==> src/rtl/psd_accumulator.sv <==
// Two-channel integrate-and-dump decimator for the phase-sensitive demodulator.
// Sums DECIMATION signed I/Q products per sync-aligned window and presents each pair on valid/ready.
module psd_accumulator #(
    parameter int IN_WIDTH   = 8,
    parameter int DECIMATION = 1024,
    localparam int ACC_WIDTH = IN_WIDTH + $clog2(DECIMATION)
) (
    input  logic                        i_clk,
    input  logic                        i_rst,
    input  logic                        i_en,
    input  logic                        i_sync,
    input  logic        [IN_WIDTH-1:0]  i_i,
    input  logic        [IN_WIDTH-1:0]  i_q,
    output logic signed [ACC_WIDTH-1:0] o_i,
    output logic signed [ACC_WIDTH-1:0] o_q,
    output logic                        o_valid,
    input  logic                        i_ready,
    output logic                        o_overrun,
    output logic                        o_busy
);

    localparam int CNT_WIDTH = $clog2(DECIMATION);
    localparam logic [CNT_WIDTH-1:0] LAST_CNT = CNT_WIDTH'(DECIMATION - 1);

    typedef enum logic {
        WAIT_SYNC = 1'b0,
        ACCUM     = 1'b1
    } state_t;

    state_t state;
    state_t state_next;

    logic        [CNT_WIDTH-1:0] cnt;
    logic signed [ACC_WIDTH-1:0] acc_i;
    logic signed [ACC_WIDTH-1:0] acc_q;
    logic signed [ACC_WIDTH-1:0] sample_i;
    logic signed [ACC_WIDTH-1:0] sample_q;
    logic signed [ACC_WIDTH-1:0] sum_i;
    logic signed [ACC_WIDTH-1:0] sum_q;
    logic                        last_sample;
    logic                        transfer;

    assign sample_i    = {{(ACC_WIDTH - IN_WIDTH){i_i[IN_WIDTH-1]}}, i_i};
    assign sample_q    = {{(ACC_WIDTH - IN_WIDTH){i_q[IN_WIDTH-1]}}, i_q};
    assign sum_i       = acc_i + sample_i;
    assign sum_q       = acc_q + sample_q;
    assign last_sample = (cnt == LAST_CNT);
    assign transfer    = o_valid && i_ready;

    // NOTE: sequential state uses non-blocking assignments so every flop samples pre-edge values.
    always_ff @(posedge i_clk) begin
        if (i_rst) begin
            state <= WAIT_SYNC;
        end else begin
            state <= state_next;
        end
    end

    // NOTE: default assignment first so no path leaves state_next unassigned (no latch).
    always_comb begin
        state_next = state;
        if (state == WAIT_SYNC && i_en && i_sync) begin
            state_next = ACCUM;
        end
    end

    always_comb begin
        o_busy = (state == ACCUM);
    end

    // Once synced the window rolls over forever; only reset returns to WAIT_SYNC.
    always_ff @(posedge i_clk) begin
        if (i_rst) begin
            cnt       <= '0;
            acc_i     <= '0;
            acc_q     <= '0;
            o_i       <= '0;
            o_q       <= '0;
            o_valid   <= 1'b0;
            o_overrun <= 1'b0;
        end else begin
            if (transfer) begin
                o_valid <= 1'b0;
            end
            if (i_en) begin
                case (state)
                    WAIT_SYNC: begin
                        if (i_sync) begin
                            acc_i <= sample_i;
                            acc_q <= sample_q;
                            cnt   <= CNT_WIDTH'(1);
                        end
                    end
                    ACCUM: begin
                        if (last_sample) begin
                            o_i     <= sum_i;
                            o_q     <= sum_q;
                            o_valid <= 1'b1;
                            acc_i   <= '0;
                            acc_q   <= '0;
                            cnt     <= '0;
                            if (o_valid && !i_ready) begin
                                o_overrun <= 1'b1;
                            end
                        end else begin
                            acc_i <= sum_i;
                            acc_q <= sum_q;
                            cnt   <= cnt + CNT_WIDTH'(1);
                        end
                    end
                    default: ;
                endcase
            end
        end
    end

endmodule
==> config.mk <==
export PLATFORM = sky130hd
export DESIGN_NAME = psd_accumulator
export DESIGN_NICKNAME = d
export VERILOG_FILES = /design/src/rtl/psd_accumulator.sv
export SDC_FILE = /design/constraint.sdc
export NUM_CORES = 1
export LEC_CHECK = 0
export BUFFER_PORTS_ARGS = -buffer_cell sky130_fd_sc_hd__buf_2
export CORE_MARGIN = 5
export CORE_UTILIZATION = 38
export DETAILED_ROUTE_END_ITERATION = 7
export HOLD_SLACK_MARGIN = 0.05
export PLACE_DENSITY = 0.67
export SYNTH_ARGS = -nofsm -noshare
export SYNTH_HDL_FRONTEND = slang
export SYNTH_SLANG_ARGS = --single-unit
==> constraint.sdc <==
create_clock -name i_clk -period 4.6 [get_ports i_clk]
set_input_delay 0.92 -clock i_clk [delete_from_list [all_inputs] [get_ports i_clk]]
set_output_delay 0.92 -clock i_clk [all_outputs]
set_load 0.05 [all_outputs]
==> results.md <==
- Drt drc: 0
- Max Clk Rate: 334 MHz
- Rel. slew slack: 0.334
- Dpl ws: around 1.3 ns
- Synth Warn #: 0
- DRT Pass-1 Iters: 5
- EDFF count, synth: 0
- Chip height: 128 um
- Internal power: 0.00131 W
- Mapped Cells: around 660
- Layout cell share with drive strength beyond 1: 0.152
- Vias in the first global route: 4736
- Reg2Reg Setup Slack: 1.93 ns
- Leakage power: approximately 2.5 nW
- Max_cap viols: 0
- CTS resizes: 0
- Clk sink count: 85
- Total grt overflow: 0
- Setup Viol. Count Final: 0
- Crit Path Class: input pin to flop
- Net count after synthesis: ~720
- R2r startpoint: acc_i[0]
- Critical Path AT: 3.19 ns
- Finished Cell Area: a little under 6000 sq um
- Drt first-iter violations: roughly 380
- RSZ-0062 raised after global routing: no
- Number of cell rows: between 40 and 50
- Fin. Hold Viols: 0
- Postcts setup bufs: 0
- Minimum clock period: approximately 3.0 ns
- Final #Nets: 760
- Pin count of the biggest net entering global routing: 97
- Cts bufs inserted: 9
- Fin crit share: 0.652
- Power per Cell Area: 321 nW/um^2
- Initial antenna violation count: 0
- Hold crit path type: flop to flop
- Initial core utilization: 0.383
- Core box area: 13700 sq um
- Final worst slack: about 1.6 ns
- Synth Register Bits: 85
- Critical path peak fanout: 2
- I/O Pins: 60
- Hold path start: o_i[6]
- CTS Hold Bufs: 0
- Final WL: between 10000 and 15000 um
- Seq/Total Area, Yosys: 0.324
- Diodes inserted: 0
- HPWL Detailed: roughly 10000 um
- Worst Setup Start Kind: input pin
- Peak supply drop: 0.173 mV
- CTS tree: built
- Logic pwr share: 0.228
- Routed via count: ~5000
- Status: finished clean
- Total global-route track usage: 0.178
- Die width: between 100 and 150 um
- Clk root buf: clkbuf_16
- Setup_tns: 0 ns
- Routed len/inst: between 15 and 20 um
- Area growth from synthesis to layout: 13.6%
- Sequential Power Share: 0.409
- Switching part of the total: 0.316
- Crit end category: flop
- Top_reg_cell synth: dfxtp_1
- Antenna Nets Post-Route: 0
- Clk buf depth: 2
- Final GP Congestion: ~0.9
- Mapped Area: 5250 sq um
- Worst reg2reg endpoint: acc_i[16]
- Net Switching: 0.000605 W
- CP Data Required Time: around 4.8 ns
- Via density: 5.65
- Reg2Reg Depth: 10
- Syn avg cell area: approximately 7.9 sq um
- CTS clock-pin slew for the worst setup and hold paths: approximately 0.06 ns
- Die Area: about 16000 sq um
- Final Skew: 0.0101 ns
- Slew @ Worst Pin: approximately 1 ns
- Hold EP: o_i[6]
- Global-route wire length before repair: between 20000 and 25000 um
- Skew-Pair Late Insertion Delay: 0.35 ns
- Max-slew violation count: 0
- Clk network pwr share: 0.362
- Asr flop ratio synth: 0
- Area after DPL: about 5700 sq um
- Hold Crit Depth: 2
- Synth unique cells: 72
- Port buffer count: slightly below 60
- H-Tree Depth: 3
==> logic make-up (layout without fill, tap and decap cells) <==
group           Yosys count  after routing  synth area share
flops                    85             85             0.324
mux                       1              1           0.00191
simple gates            275            275             0.257
buf+inv                  57            100            0.0441
compound gates          188            188             0.248
fa+ha+maj                37             37            0.0910
xor+xnor                 20             20            0.0333
==> cell usage in the layout, fill, tap and decap left out, types with 8 or more instances in the layout <==
cell type / instances
a21oi_1: 58
nand3_1: 28
buf_2: 58
nor3b_1: 9
buf_4: 10
inv_1: 17
a21o_1: 14
a211o_1: 8
xnor2_1: 15
ha_1: 35
nand4_1: 8
nand2_1: 67
clkbuf_16: 9
dfxtp_1: 85
nor3_1: 30
nor2_1: 78
o21ai_0: 25
a211oi_1: 11
a221oi_1: 12
a31oi_1: 11
nor4_1: 9
==> how the worst max path moves through the flow <==
stage / endpoint / cells after the start / startpoint
6_report: acc_i[16] / 11 / i_i[0]
3_3_place_gp: acc_i[16] / 11 / i_i[0]
3_5_place_dp: acc_i[16] / 11 / i_i[0]
2_1_floorplan: acc_i[16] / 10 / i_i[0]
5_1_grt: acc_i[16] / 11 / i_i[0]
4_1_cts: acc_i[16] / 11 / i_i[0]
==> worst max-delay path: stages <==
cell	delay [ns]
buf_2	0.10
ha_1	0.16
inv_1	0.05
fa_1	0.42
and2b_1	0.24
o2111ai_1	0.14
a2111o_1	0.49
a221oi_2	0.26
o21ai_0	0.15
a31oi_1	0.22
nor3_2	0.05
==> state kept, by name, summed over array words and instances (netlist names) <==
signal     cells
o_i           18
acc_q         18
acc_i         18
o_valid        1
o_overrun      1
o_q           18
cnt           10
o_busy         1
==> cells in the mapped netlist, drive strengths merged (12+ instances only) <==
| master | instances | area [sq um] |
|---|---|---|
| a31oi | 12 | 90.1 |
| nor2 | 79 | 299 |
| o21ai | 30 | 161 |
| buf | 16 | 76.3 |
| inv | 17 | 63.8 |
| a221oi | 13 | 120 |
| a21oi | 58 | 290 |
| a21o | 14 | 105 |
| dfxtp | 85 | 1700 |
| ha | 35 | 438 |
| nor3 | 32 | 170 |
| nand2 | 67 | 251 |
| clkbuf | 24 | 91.3 |
| xnor2 | 15 | 131 |
| nand3 | 30 | 155 |
==> layout make-up <==
cell class / instances / area, sq um
Inverter: 17 / 63.8
Sequential cell: 85 / 1700
Clock buffer: 11 / 243
Tap cell: 180 / 225
Multi-Input combinational cell: 521 / 3330
Clock inverter: 4 / 32.5
Timing Repair Buffer: 68 / 365
Fill cell: 1429 / 7750
==> per-layer routing <==
metal	up-vias	track usage	share of wire
li1	2531	-	-
met1	2341	0.250	0.49
met2	114	0.273	0.44
met3	20	0.0305	0.044
met4	0	0.0662	0.020
met5	-	0	0
==> power groups by stage <==
stage	sequential, W	clock, W	combinational, W
after global placement	0.000800	0	0.000432
after floorplan	0.000797	0	0.000336
after detailed placement	0.000800	0	0.000432
after global routing	0.000788	0.000746	0.000493
final	0.000784	0.000694	0.000437
after CTS	0.000784	0.000709	0.000434
==> through the flow <==
step	cells	hold slack [ns]	total power [W]	util
6_report	886	0.451	0.00192	0.435
5_1_grt	886	0.469	0.00203	0.435
4_1_cts	886	0.452	0.00193	0.435
3_5_place_dp	871	0.442	0.00123	0.415
3_3_place_gp	871	0.441	0.00123	0.415
2_1_floorplan	663	0.463	0.00113	-
(Power assumes the default switching activity.)
